File: config.mk
export PLATFORM = sky130hd
export DESIGN_NAME = rgmii_rx_mac_flat
export DESIGN_NICKNAME = d
export VERILOG_FILES = /design/src/rtl/rgmii_rx_mac_if.sv /design/src/rtl/rgmii_rx_mac.sv /design/src/flat_wrapper.sv
export SDC_FILE = /design/constraint.sdc
export NUM_CORES = 1
export LEC_CHECK = 0
export CELL_PAD_IN_SITES_DETAIL_PLACEMENT = 1
export CELL_PAD_IN_SITES_GLOBAL_PLACEMENT = 1
export CORE_AREA = 2 2 100 102
export CTS_CLUSTER_SIZE = 12
export DETAILED_ROUTE_END_ITERATION = 12
export DIE_AREA = 0 0 102 104
export PLACE_DENSITY_LB_ADDON = 0.1
export SLEW_MARGIN = 0
export SYNTH_ARGS = -nofsm -noshare
export SYNTH_HDL_FRONTEND = slang
export SYNTH_SLANG_ARGS = --single-unit
File: constraint.sdc
create_clock -name rgmii_mac_rx_clk -period 4.5 [get_ports rgmii_mac_rx_clk]
set_input_delay 0.675 -clock rgmii_mac_rx_clk [delete_from_list [all_inputs] [get_ports rgmii_mac_rx_clk]]
set_output_delay 0.675 -clock rgmii_mac_rx_clk [all_outputs]
set_load 0.02 [all_outputs]
File: src/rtl/rgmii_rx_mac_if.sv
// rtl/rgmii_rx_mac_if.sv - payload stream interface for the RGMII RX MAC framer
//
// Purpose: carries the framed payload out of rgmii_rx_mac. There is no tready;
// the sink must accept every byte presented with tvalid.
//
// Signals:
//   tdata   8  payload byte (holds its last value while tvalid=0)
//   tvalid  1  one-cycle pulse per payload byte
//   tlast   1  last payload byte of the frame
//   tuser   1  qualified by tlast: 1 = bad frame
//
// Modports: master (framer side, drives), slave (sink side, observes).

interface rgmii_rx_mac_if;
  logic [7:0] tdata;
  logic       tvalid;
  logic       tlast;
  logic       tuser;

  modport master (
    output tdata,
    output tvalid,
    output tlast,
    output tuser
  );

  modport slave (
    input tdata,
    input tvalid,
    input tlast,
    input tuser
  );
endinterface

File: src/rtl/rgmii_rx_mac.sv
// rtl/rgmii_rx_mac.sv - RGMII RX MAC framer: preamble/SFD strip, FCS check and strip
//
// Purpose: consumes beat-qualified bytes from the RGMII PHY interface, strips the
// preamble and SFD, runs a reflected CRC-32 over every byte after the SFD, holds the
// last four bytes back so the FCS never reaches the output, and flags bad frames on
// tuser together with tlast.
//
// Parameters:
//   MAX_FRAME  max bytes after SFD incl. FCS; longer frames are truncated and flagged bad
//   MIN_FRAME  min bytes after SFD incl. FCS; shorter frames are flagged bad
//
// Ports:
//   rgmii_mac_rx_clk  in   RX clock, all logic on posedge
//   reset_n           in   synchronous active-low reset
//   rx_data[7:0]      in   received byte, bit0 first on the wire
//   rx_dv             in   data valid for this beat
//   rx_er             in   receive error for this beat
//   rx_rdy            in   beat strobe; inputs are only sampled when 1
//   m_axis            out  payload stream (rgmii_rx_mac_if.master)
//
// Optional build macro RX_MAC_STATS_EN adds:
//   stat_good_frames[31:0]  out  saturating count of good frames
//   stat_bad_frames[31:0]   out  saturating count of bad frames (incl. silent short discards)

module rgmii_rx_mac #(
  parameter int MAX_FRAME = 1518,
  parameter int MIN_FRAME = 64
) (
  input  logic                 rgmii_mac_rx_clk,
  input  logic                 reset_n,
  input  logic [7:0]           rx_data,
  input  logic                 rx_dv,
  input  logic                 rx_er,
  input  logic                 rx_rdy,
  rgmii_rx_mac_if.master       m_axis
`ifdef RX_MAC_STATS_EN
  ,
  output logic [31:0]          stat_good_frames,
  output logic [31:0]          stat_bad_frames
`endif
);

  // Count must be able to hold MAX_FRAME+1, where it saturates.
  localparam int          CNT_W   = $clog2(MAX_FRAME + 2);
  localparam logic [31:0] CRC_RES = 32'hDEBB20E3;
  localparam logic [31:0] CRC_INI = 32'hFFFFFFFF;
  localparam logic [7:0]  PRE_B   = 8'h55;
  localparam logic [7:0]  SFD_B   = 8'hD5;

  typedef enum logic [1:0] {
    ST_IDLE,
    ST_PREAMBLE,
    ST_PAYLOAD,
    ST_DROP
  } state_t;

  state_t           state_q, state_d;
  // sh_q[0] is the newest byte, sh_q[4] the oldest (next to be emitted).
  logic [4:0][7:0]  sh_q, sh_d;
  logic [CNT_W-1:0] count_q, count_d;
  logic [31:0]      crc_q, crc_d;
  logic             err_q, err_d;
  logic [7:0]       tdata_q, tdata_d;
  logic             tvalid_q, tvalid_d;
  logic             tlast_q, tlast_d;
  logic             tuser_q, tuser_d;

  logic             have_pending;
  logic             at_max;
  logic             frame_bad;

  // Reflected CRC-32, one byte per call, LSB of the byte first.
  function automatic logic [31:0] crc32_byte(input logic [31:0] c, input logic [7:0] d);
    logic [31:0] r;
    r = c ^ {24'h0, d};
    for (int i = 0; i < 8; i++) begin
      r = r[0] ? ((r >> 1) ^ 32'hEDB88320) : (r >> 1);
    end
    return r;
  endfunction

  // Five bytes received means the oldest one is definitely not part of the FCS.
  assign have_pending = (count_q >= CNT_W'(5));
  assign at_max       = (count_q == CNT_W'(MAX_FRAME));
  // Evaluated on the dv=0 end beat, so crc_q already covers all N bytes.
  assign frame_bad    = (crc_q != CRC_RES) | err_q | rx_er | (count_q < CNT_W'(MIN_FRAME));

  always_comb begin
    state_d  = state_q;
    sh_d     = sh_q;
    count_d  = count_q;
    crc_d    = crc_q;
    err_d    = err_q;
    tdata_d  = tdata_q;
    tvalid_d = 1'b0;
    tlast_d  = 1'b0;
    tuser_d  = 1'b0;

    if (rx_rdy) begin
      unique case (state_q)
        ST_IDLE: begin
          if (rx_dv && (rx_data == PRE_B)) begin
            state_d = ST_PREAMBLE;
          end
        end

        ST_PREAMBLE: begin
          if (!rx_dv) begin
            state_d = ST_IDLE;
          end else if (rx_er) begin
            state_d = ST_DROP;
          end else if (rx_data == PRE_B) begin
            state_d = ST_PREAMBLE;
          end else if (rx_data == SFD_B) begin
            state_d = ST_PAYLOAD;
            crc_d   = CRC_INI;
            count_d = '0;
            err_d   = 1'b0;
            sh_d    = '0;
          end else begin
            state_d = ST_DROP;
          end
        end

        ST_PAYLOAD: begin
          if (rx_dv) begin
            if (at_max) begin
              // This byte would push the frame past MAX_FRAME: close it out as bad
              // with the byte already waiting, and ignore the rest of the frame.
              tdata_d  = sh_q[4];
              tvalid_d = 1'b1;
              tlast_d  = 1'b1;
              tuser_d  = 1'b1;
              count_d  = count_q + CNT_W'(1);
              state_d  = ST_DROP;
            end else begin
              if (have_pending) begin
                tdata_d  = sh_q[4];
                tvalid_d = 1'b1;
              end
              sh_d    = {sh_q[3:0], rx_data};
              crc_d   = crc32_byte(crc_q, rx_data);
              count_d = count_q + CNT_W'(1);
              err_d   = err_q | rx_er;
            end
          end else begin
            state_d = ST_IDLE;
            // Fewer than five bytes: nothing ever left the shift line, so the frame
            // vanishes without a tlast.
            if (have_pending) begin
              tdata_d  = sh_q[4];
              tvalid_d = 1'b1;
              tlast_d  = 1'b1;
              tuser_d  = frame_bad;
            end
          end
        end

        ST_DROP: begin
          if (!rx_dv) begin
            state_d = ST_IDLE;
          end
        end

        default: state_d = ST_IDLE;
      endcase
    end
  end

  always_ff @(posedge rgmii_mac_rx_clk) begin
    if (!reset_n) begin
      state_q  <= ST_IDLE;
      sh_q     <= '0;
      count_q  <= '0;
      crc_q    <= CRC_INI;
      err_q    <= 1'b0;
      tdata_q  <= '0;
      tvalid_q <= 1'b0;
      tlast_q  <= 1'b0;
      tuser_q  <= 1'b0;
    end else begin
      state_q  <= state_d;
      sh_q     <= sh_d;
      count_q  <= count_d;
      crc_q    <= crc_d;
      err_q    <= err_d;
      tdata_q  <= tdata_d;
      tvalid_q <= tvalid_d;
      tlast_q  <= tlast_d;
      tuser_q  <= tuser_d;
    end
  end

  assign m_axis.tdata  = tdata_q;
  assign m_axis.tvalid = tvalid_q;
  assign m_axis.tlast  = tlast_q;
  assign m_axis.tuser  = tuser_q;

`ifdef RX_MAC_STATS_EN
  logic [31:0] stat_good_q, stat_good_d;
  logic [31:0] stat_bad_q, stat_bad_d;
  logic        short_drop;
  logic        end_good;
  logic        end_bad;

  // Silent end of a frame that never produced output (N < 5).
  assign short_drop = rx_rdy & (state_q == ST_PAYLOAD) & ~rx_dv & ~have_pending;
  assign end_good   = tlast_d & ~tuser_d;
  assign end_bad    = (tlast_d & tuser_d) | short_drop;

  always_comb begin
    stat_good_d = stat_good_q;
    stat_bad_d  = stat_bad_q;
    if (end_good && (stat_good_q != 32'hFFFFFFFF)) begin
      stat_good_d = stat_good_q + 32'd1;
    end
    if (end_bad && (stat_bad_q != 32'hFFFFFFFF)) begin
      stat_bad_d = stat_bad_q + 32'd1;
    end
  end

  always_ff @(posedge rgmii_mac_rx_clk) begin
    if (!reset_n) begin
      stat_good_q <= '0;
      stat_bad_q  <= '0;
    end else begin
      stat_good_q <= stat_good_d;
      stat_bad_q  <= stat_bad_d;
    end
  end

  assign stat_good_frames = stat_good_q;
  assign stat_bad_frames  = stat_bad_q;
`endif

endmodule
File: src/flat_wrapper.sv
// flat-port wrapper written by rule: the top's interface ports become plain ports
module rgmii_rx_mac_flat 
#(
  parameter int MAX_FRAME = 1518,
  parameter int MIN_FRAME = 64
)
  (rgmii_mac_rx_clk, reset_n, rx_data, rx_dv, rx_er, rx_rdy, m_axis_tdata, m_axis_tvalid, m_axis_tlast, m_axis_tuser);
  rgmii_rx_mac_if m_axis_i ();
  input  logic rgmii_mac_rx_clk;
  input  logic reset_n;
  input  logic [7:0] rx_data;
  input  logic rx_dv;
  input  logic rx_er;
  input  logic rx_rdy;
  output wire logic [$bits(m_axis_i.tdata)-1:0] m_axis_tdata;
  output wire logic [$bits(m_axis_i.tvalid)-1:0] m_axis_tvalid;
  output wire logic [$bits(m_axis_i.tlast)-1:0] m_axis_tlast;
  output wire logic [$bits(m_axis_i.tuser)-1:0] m_axis_tuser;
  assign m_axis_tdata = m_axis_i.tdata;
  assign m_axis_tvalid = m_axis_i.tvalid;
  assign m_axis_tlast = m_axis_i.tlast;
  assign m_axis_tuser = m_axis_i.tuser;
  rgmii_rx_mac #(.MAX_FRAME(MAX_FRAME), .MIN_FRAME(MIN_FRAME)) u_core (.rgmii_mac_rx_clk(rgmii_mac_rx_clk), .reset_n(reset_n), .rx_data(rx_data), .rx_dv(rx_dv), .rx_er(rx_er), .rx_rdy(rx_rdy), .m_axis(m_axis_i));
endmodule
**Word-level counts from Yosys, hierarchy flattened**

Index checks and enable logic that the tools add are counted.
Widths: inputs -> output; s select.

- $add $sub $neg: 1
- $lt $le $gt $ge: 2
- Equality and inequality tests: 16
- Multiplexer cells: 54
- Bitwise logic cells: 13
- Reduce and logical (&&, ||, !) cells: 8

Operators with widths:

| kind | number |
|---|---|
| $mux 32 | 14 |
| $mux 40 | 6 |
| $not 13->14 | 8 |
| $pmux 40 s2 | 1 |
| $pmux 32 s2 | 1 |
| $mux 11 | 5 |
| $ne 32x32->1 const B | 1 |
| $xor 32x8->32 | 1 |
| $mux 8 | 3 |
| $pmux 11 s2 | 1 |
| $mux 1 | 14 |
| $mux 2 | 7 |
| $ne 2x2->1 const B | 6 |
| $add 11x1->11 const B | 1 |
| $eq 11x11->1 const B | 1 |
| $ge 11x3->1 const B | 1 |
| $lt 11x7->1 const B | 1 |
| $eq 8x7->1 const B | 1 |
| $eq 8x8->1 const B | 1 |
| $pmux 2 s4 | 1 |
| $reduce_and 8->1 | 1 |
| $reduce_and 7->1 | 1 |
| $eq 2x2->1 const B | 2 |
| $ne 2x1->1 const B | 2 |
| other kinds (10) | 13 |

- Register bits after elaboration: 97
- Input port bits: 13
- Output and inout bits: 11
- Word-level logic and storage cells: 107

**Depth between registers and ports, before layout**

Gate-level depths: netlist of the first run.

- Word-level depth: 20
- Depth in mapped cells: 9
- Depth with buffers taken out: 7

**Least setup slack after synthesis of the first run**

No wires, ideal clock.

- Path type: input to register
- From: input port rx_data[3]
- To: register u_core.crc_q[19]
- Arrival time: 1.981 ns
- Required time: 4.371 ns
- Setup slack: 2.390 ns
- Stages on the path: 7
- Cell sequence: nand3b_1 -> o41a_1 -> nand2b_1 -> buf_2 -> buf_2 -> nor4b_2 -> a221oi_1

- Longest elaborated chain between the ends: 15

Ends and longest elaborated chain:

| item | RTL line | RTL |
|---|---|---|
| start, declared | flat_wrapper.sv:11 | `input logic [7:0] rx_data;` |
| $xor 32x8->32 | rgmii_rx_mac.sv:75 | `r = c ^ {24'h0, d};` |
| $mux 32 (5 in series) | rgmii_rx_mac.sv:77 | `r = r[0] ? ((r >> 1) ^ 32'hEDB88320) : (r >> 1);` |
| $not 13->14 (no source line) | n/a |  |
| $mux 32 | rgmii_rx_mac.sv:77 |  |
| $not 13->14 (no source line) | n/a |  |
| $mux 32 | rgmii_rx_mac.sv:77 |  |
| $not 13->14 (no source line) | n/a |  |
| $mux 32 | rgmii_rx_mac.sv:77 |  |
| $mux 32 | rgmii_rx_mac.sv:127 | `if (at_max) begin` |
| $mux 32 | rgmii_rx_mac.sv:126 | `if (rx_dv) begin` |
| $pmux 32 s2 | rgmii_rx_mac.sv:100 | `unique case (state_q)` |
| end signal, assigned | rgmii_rx_mac.sv:185 | `crc_q <= crc_d;` |
| end, declared | rgmii_rx_mac.sv:61 | `logic [31:0] crc_q, crc_d;` |

Several ways; a longest one is shown, not always the timed one. The select of a mux whose other input is x is not followed.
A chain may end at the register's enable or synchronous reset.

**Final worst setup path of the first run**

- From: input port rx_data[7]
- To: register u_core.sh_q[39] (netlist name)

- Longest elaborated chain between the ends: 3

Ends and longest elaborated chain:

| item | RTL line | RTL |
|---|---|---|
| $eq 8x7->1 / $eq 8x8->1 (equally long branches) | rgmii_rx_mac.sv:112, rgmii_rx_mac.sv:114 |  |
| $ne 2x2->1 (no source line) / $ne 2x1->1 (equally long branches) | n/a |  |
| $reduce_and 8->1 (no source line) (*) | n/a |  |
| end signal, assigned | rgmii_rx_mac.sv:173 | `sh_q <= '0;` |
| end signal, assigned | rgmii_rx_mac.sv:183 | `sh_q <= sh_d;` |
| end, declared | rgmii_rx_mac.sv:59 | `logic [4:0][7:0] sh_q, sh_d;` |

Mark *: on every way between the ends. The rest lies on a longest branch, timed or not.

==> run_results.csv, run 1 <==
group,metric,value,unit
critical_path,ff2ff_setup_slack,1.84,ns
logic_synthesis,synth_area,4720,sq um
clock_tree,cts_buffers,9,
critical_path,cp-start-kind,"primary input",
clock_tree,clk_latency,0.37,ns
floorplan,start_util,0.494,
place,gp_congestion,0.776,
logic_synthesis,ys_seq_area_frac,0.411,
worst_hold_path,holdPathStages,1,
pwr,net-switching-power,394,uW
routing,totalWireLength,11100,microns
worst_hold_path,min_to,"u_core.err_q",
critical_path,path_buf_inv,2,
global_routing,grt_use_total,0.218,
clock_tree,cts-root-buf,"clkbuf_8",
place,numPortBuffers,23,
timing,period_minus_slack,2.96,ns
clock_tree,cts_tree,"yes",
routing,num_vias,3412,
critical_path,endpoint_kind,"register",
place,place_ws,1.15,ns
finish,num_antenna_cells,0,
clock_tree,cts_setup_buffers,0,
logic_synthesis,postSynthCellCount,460,
pwr,swShare,0.242,
timing,worst_slew_pin_slew,0.790,ns
clock_tree,cts_resized,0,
critical_path,cp-startpoint,"rx_data[7]",
place,hpwl,7590,microns
finish,fin_nets,485,
critical_path,regToRegEndpoint,"u_core.sh_q[38]",
global_routing,antenna_found_initial,0,
timing,setup_slack,1.54,ns
logic_synthesis,synth_edf_count,0,
critical_path,crit_family,"buffers and inverters",
clock_tree,htreeDepth,3,
critical_path,max_stage_delay,0.67,ns
pwr,intPower,1.24,mW
critical_path,critPathKind,"primary input to register",
floorplan,core,9550,sq um
logic_synthesis,syn_area_per_cell,10.3,sq um
pwr,seqPwrFrac,0.527,
critical_path,crit_arrival,3.23,ns
clock_tree,clockBufferDepth,2,
worst_hold_path,min_path_type,"register to register",
logic_synthesis,yosys.area_share.simple,0.188,
logic_synthesis,ys_ff_latch,97,
finish,final_util,0.548,
routing,drtPass1Iterations,5,
timing,setup_viol,0,
floorplan,die_h,104,microns
logic_synthesis,async_flop_share,0,
timing,slew_violations,0,
global_routing,grt_pass1_wl,18100,microns
timing,rsz0062_at_grt,"false",
routing,wl_per_cell,18.3,microns
logic_synthesis,synth_fa_ha_area_frac,0.00795,
global_routing,grt_max_degree,42,
timing,relSlewSlack,0.472,
logic_synthesis,synthFlopType,"dfxtp_1",
clock_tree,hold_buffers,0,
flow_run,maxCapViolCount,0,
critical_path,cp_cell_sequence,"clkdlybuf4s50_1 -> nand4bb_1 -> o41a_1 -> nand2b_2 -> buf_4 -> a22oi_1 -> nor2b_1",
floorplan,rows,36,
floorplan,pin_count,24,
logic_synthesis,syn_nets,476,
timing,skew,0.0125,ns
global_routing,grt_pass1_vias,3477,
logic_synthesis,synth_area_leaders,"dfxtp_1 (41%), nor2b_1 (6.8%), xnor2_1 (6.5%)",
pwr,p_leak,1.82,nW
timing,max_freq,0.338,GHz
timing,tns,0,ns
timing,hold_viol,0,
routing,post_drt_via_cell_ratio,5.62,
routing,drc_errors,0,
pwr,p_clk_frac,0.362,
floorplan,die_w,102,microns
routing,detail-route-antenna-nets,0,
logic_synthesis,synth_top_cell_by_area,"dfxtp_1",
global_routing,grt_overflow,0,
finish,area_growth,10.8,%
critical_path,path_max_fanout,30,
logic_synthesis,synth_top_area_frac,0.411,
logic_synthesis,yosysUniqueCellTypes,50,
clock_tree,cts_sinks,97,
clock_tree,clkTransAtPathRegs,0.09,ns
critical_path,cp.required,4.77,ns
logic_synthesis,synth_xor_area_frac,0.207,
floorplan,fp.dieArea,10600,sq um
logic_synthesis,synth_compound_area_frac,0.136,
logic_synthesis,synth_mux_area_frac,0.0170,
routing,drt_iter0_markers,138,
finish,post_route_cells_drive_above_1_share,0.0865,
worst_hold_path,hp-start,"u_core.err_q",
timing,finalCritPeriodShare,0.658,
pwr,comb_power_share,0.112,
status,outcome,"complete, no violations",
critical_path,r2r_start,"u_core.count_q[1]",
logic_synthesis,synth_top_family_by_area,"XOR/XNOR gates",
pwr,ir_worst_vdd,0.146,mV
logic_synthesis,yosys_warnings,0,
finish,nFillCells,1065,
critical_path,cp_slowest_cell,"clkdlybuf4s50_1",
critical_path,r2r_cells,7,
pwr,powerDensity,312,nW/um^2
## cell type report
class	count	area, sq um	area share
flip-flops and latches	97	1940	0.371
clock inverters	5	61.3	0.0117
well taps	133	166	0.0318
multi-input cells	326	2630	0.502
clock buffers	11	141	0.0270
repair buffers	29	270	0.0517
inverters	6	22.5	0.00431
## through the flow
step / total power [mW] / hold WS, ns / instances / area (sq um)
after floorplan: 1.02 / 0.458 / 460 / 4720
after global placement: 1.06 / 0.479 / 591 / 5030
after detailed placement: 1.06 / 0.479 / 591 / 5030
after CTS: 1.65 / 0.507 / 607 / 5230
after global routing: 1.70 / 0.524 / 607 / 5230
final: 1.63 / 0.508 / 607 / 5230
## metal layers
metal | vias up | part of all wire | track usage
met5 | - | 0 | 0
met4 | 0 | 0.014 | 0.0714
met3 | 12 | 0.024 | 0.0370
met1 | 1706 | 0.49 | 0.316
li1 | 1652 | - | -
met2 | 42 | 0.47 | 0.330
## logic make-up (layout without fill, tap and decap cells)
| family | count (synthesis) | count (layout) |
|---|---|---|
| XOR/XNOR | 69 | 69 |
| AND/OR/NAND/NOR | 157 | 157 |
| adder cells (fa/ha/maj) | 3 | 3 |
| flip-flops | 97 | 97 |
| AO/OA/AOI/OAI | 89 | 89 |
| buffers and inverters | 37 | 51 |
| multiplexers | 8 | 8 |
## state kept, by name, summed over array words and instances, names as in the netlist
signal                count
u_core.sh_q              40
u_core.crc_q             32
u_core.count_q           11
u_core.m_axis.tdata       8
u_core.state_q            2
u_core.err_q              1
u_core.m_axis.tlast       1
u_core.m_axis.tuser       1
u_core.m_axis.tvalid      1
## cell usage after synthesis, types with 2 or more instances
master / count
a211oi_1: 2
a21oi_1: 2
a221oi_1: 2
a22oi_1: 40
and2_1: 2
and3_1: 3
buf_2: 15
clkbuf_1: 16
dfxtp_1: 97
ha_1: 3
inv_1: 6
mux2i_1: 8
nand2_1: 32
nand2b_1: 4
nand3_1: 3
nand3b_1: 3
nand4_1: 6
nand4b_1: 2
nor2_1: 19
nor2b_1: 51
nor3_1: 15
nor4_1: 4
nor4bb_1: 4
o21ai_0: 8
o22ai_1: 21
o2bb2ai_1: 2
o31ai_1: 2
o41a_1: 2
or3_1: 2
xnor2_1: 35
xnor2_2: 10
xnor2_4: 2
xnor3_1: 9
xor2_1: 4
xor3_1: 9
## power groups by stage
| stage | registers (mW) | clock network (mW) | logic, mW |
|---|---|---|---|
| finish | 0.858 | 0.589 | 0.182 |
| global route | 0.858 | 0.644 | 0.195 |
| CTS | 0.858 | 0.610 | 0.183 |
| detailed placement | 0.878 | 0 | 0.183 |
| global placement | 0.878 | 0 | 0.180 |
| floorplan | 0.878 | 0 | 0.138 |
## worst max path at each step
stage                  endpoint  slack, ns  depth (start not counted)
3_3_place_gp     u_core.sh_q[7]       1.18                          7
3_5_place_dp    u_core.sh_q[21]       1.15                          7
5_1_grt         u_core.sh_q[30]       1.32                          7
4_1_cts         u_core.sh_q[21]       1.57                          7
2_1_floorplan  u_core.crc_q[19]       2.39                          7
6_report        u_core.sh_q[39]       1.54                          7
## placed cells by master (no fill, tap or decap), drive strengths merged, types with 3 or more instances in the layout
| cell | synthesis | routed |
|---|---|---|
| dfxtp | 97 | 97 |
| nor2b | 51 | 51 |
| xnor2 | 47 | 47 |
| a22oi | 40 | 40 |
| nand2 | 32 | 32 |
| clkdlybuf4s50 | 0 | 22 |
| o22ai | 21 | 21 |
| nor2 | 19 | 19 |
| nor3 | 15 | 15 |
| clkbuf | 16 | 11 |
| xnor3 | 9 | 9 |
| xor3 | 9 | 9 |
| o21ai | 9 | 9 |
| mux2i | 8 | 8 |
| inv | 6 | 8 |
| buf | 15 | 7 |
| nand4 | 6 | 6 |
| nor4 | 5 | 5 |
| nor4bb | 4 | 4 |
| xor2 | 4 | 4 |
| nand2b | 4 | 4 |
| nand3b | 3 | 3 |
| and3 | 3 | 3 |
| nand3 | 3 | 3 |
| ha | 3 | 3 |
Power figures use the tool's default switching activity.
==> inputs of run 2 (changes only) <==
CORE_AREA = 2 2 103 105   (was 2 2 100 102)
DIE_AREA = 0 0 105 107   (was 0 0 102 104)
clock period = 2.8 ns   (was 4.5 ns; I/O delays follow)
==> run 2 against run 1 <==
Compared with the run above:
- die area is 5.9% higher
- via count is 1.1% higher
- final cell count is 2.6% higher
- utilization is 1.6 points lower
- total power is 62% higher
- global-route usage is 0.61 points lower
- flip-flop and latch count stayed put
- critical path type is now register to register
==> run_results.csv, run 2 (synthesis gave the netlist of run 1 again) <==
group,metric,value,unit
status,outcome,"complete, no violations",
global_routing,grt_overflow,0,
flow_run,maxCapViolCount,0,
critical_path,critPathKind,"register to register",
clock_tree,cts_resized,0,
pwr,swShare,0.244,
timing,finalCritPeriodShare,0.836,
timing,worst_slew_pin_slew,0.608,ns
clock_tree,hold_buffers,0,
timing,skew,0.00974,ns
clock_tree,clkTransAtPathRegs,0.10,ns
critical_path,cp.required,3.11,ns
finish,layout.cells.most_common,"dfxtp_1",
global_routing,antenna_found_initial,0,
floorplan,rows,37,
finish,final_area,5360,sq um
place,placed_cell_area,5160,sq um
pwr,seqPwrFrac,0.523,
pwr,ir_worst_vdd,0.217,mV
pwr,p_total,2.63,mW
global_routing,grt_max_degree,50,
clock_tree,clk_latency,0.37,ns
pwr,intPower,1.99,mW
routing,post_drt_via_cell_ratio,5.54,
global_routing,grt_use_total,0.212,
clock_tree,htreeDepth,3,
pwr,comb_power_share,0.116,
timing,hold_viol,0,
routing,drt_iter0_markers,85,
critical_path,cp_cell_sequence,"ha_1 -> nor4bb_1 -> a41oi_1 -> nand2b_2 -> buf_4 -> a22oi_1 -> nor2b_1",
finish,final_cell_mix,"dfxtp_1 (97), nor2b_1 (50), a22oi_1 (40)",
pwr,powerDensity,491,nW/um^2
finish,num_antenna_cells,0,
finish,largest_reg_flops,40,
critical_path,endpoint_kind,"register",
global_routing,grt_pass1_vias,3507,
critical_path,path_max_fanout,40,
timing,slew_violations,0,
place,gp_congestion,0.850,
floorplan,start_util,0.468,
clock_tree,cts-root-buf,"clkbuf_8",
routing,totalWireLength,11200,microns
critical_path,max_stage_delay,0.50,ns
floorplan,die_w,105,microns
critical_path,cp-start-kind,"register",
clock_tree,cts_setup_buffers,0,
clock_tree,cts_sinks,97,
place,hpwl,7920,microns
routing,num_vias,3449,
timing,setup_viol,0,
critical_path,crit_arrival,2.65,ns
timing,setup_slack,0.459,ns
place,numPortBuffers,23,
pwr,net-switching-power,643,uW
clock_tree,clockBufferDepth,2,
floorplan,die_h,107,microns
timing,tns,0,ns
finish,post_route_cells_drive_above_1_share,0.113,
routing,wl_per_cell,17.9,microns
worst_hold_path,min_path_type,"primary input to register",
pwr,p_leak,1.89,nW
finish,fin_nets,499,
finish,area_growth,13.6,%
timing,relSlewSlack,0.589,
floorplan,pin_count,24,
finish,top_regs,"u_core.sh_q: 40 flops, u_core.crc_q: 32 flops, u_core.count_q: 11 flops",
clock_tree,cts_tree,"yes",
global_routing,grt_pass1_wl,18700,microns
timing,period_minus_slack,2.34,ns
place,place_ws,0.236,ns
timing,rsz0062_at_grt,"false",
timing,max_freq,0.427,GHz
routing,drc_errors,0,
routing,drtPass1Iterations,4,
clock_tree,cts_buffers,9,
critical_path,cp_slowest_cell,"dfxtp_1",
finish,largest-register,"u_core.sh_q",
routing,detail-route-antenna-nets,0,
floorplan,fp.dieArea,11200,sq um
pwr,p_clk_frac,0.361,
timing,worst_hold_slack,0.452,ns
floorplan,core,10100,sq um
finish,nFillCells,1151,
[run 2: cell types whose count changed in the layout (fill, tap and decap cells not counted), sizes merged]
cell    change
buf        +14
clkbuf      -1
inv         -1
clkinv      +1
[run 2: layout make-up]
cell class	count	area, sq um	share of cell area
Clock buffer	10	138	0.0257
Inverter	6	22.5	0.00420
Sequential cell	97	1940	0.362
Clock inverter	5	65.1	0.0121
Timing Repair Buffer	43	400	0.0747
Tap cell	136	170	0.0317
Multi-Input combinational cell	326	2630	0.490
[run 2: power by group through the flow]
stage                     sequential (mW)  combinational (mW)  clock (mW)
after detailed placement             1.41               0.307           0
after global routing                 1.38               0.324        1.03
after CTS                            1.38               0.308       0.980
final                                1.38               0.305       0.951
after floorplan                      1.41               0.222           0
after global placement               1.41               0.303           0
[run 2: stage by stage]
| stage | instances | utilization |
|---|---|---|
| floorplan | 460 | - |
| detailed placement | 608 | 0.511 |
| finish | 623 | 0.531 |
| CTS | 623 | 0.531 |
| global route | 623 | 0.531 |
| global placement | 608 | 0.511 |
[run 2: layer usage]
| layer | GRT usage | part of all wire | routed length [microns] | vias up |
|---|---|---|---|---|
| met5 | 0 | 0 | 0 | - |
| met4 | 0.0857 | 0.017 | 193 | 0 |
| met3 | 0.0292 | 0.016 | 179 | 13 |
| met2 | 0.347 | 0.47 | 5270 | 31 |
| met1 | 0.284 | 0.49 | 5510 | 1718 |
| li1 | - | - | - | 1687 |
[run 2: critical path: cells and delay by family (launching register included)]
family / cells / cell delay [ns]
AND/OR/NAND/NOR: 3 / 0.72
adder cells (fa/ha/maj): 1 / 0.20
AO/OA/AOI/OAI: 2 / 0.48
buffers and inverters: 1 / 0.38
flip-flops: 1 / 0.50
[run 2: path summary, 6_finish.rpt]
check                    start              end  slack [ns]  depth (start not counted)
min                    reset_n  u_core.sh_q[24]        0.45                          2
min reg2reg       u_core.err_q     u_core.err_q        0.52                          1
max          u_core.count_q[1]  u_core.sh_q[37]        0.46                          7
max reg2reg  u_core.count_q[1]  u_core.sh_q[37]        0.46                          7
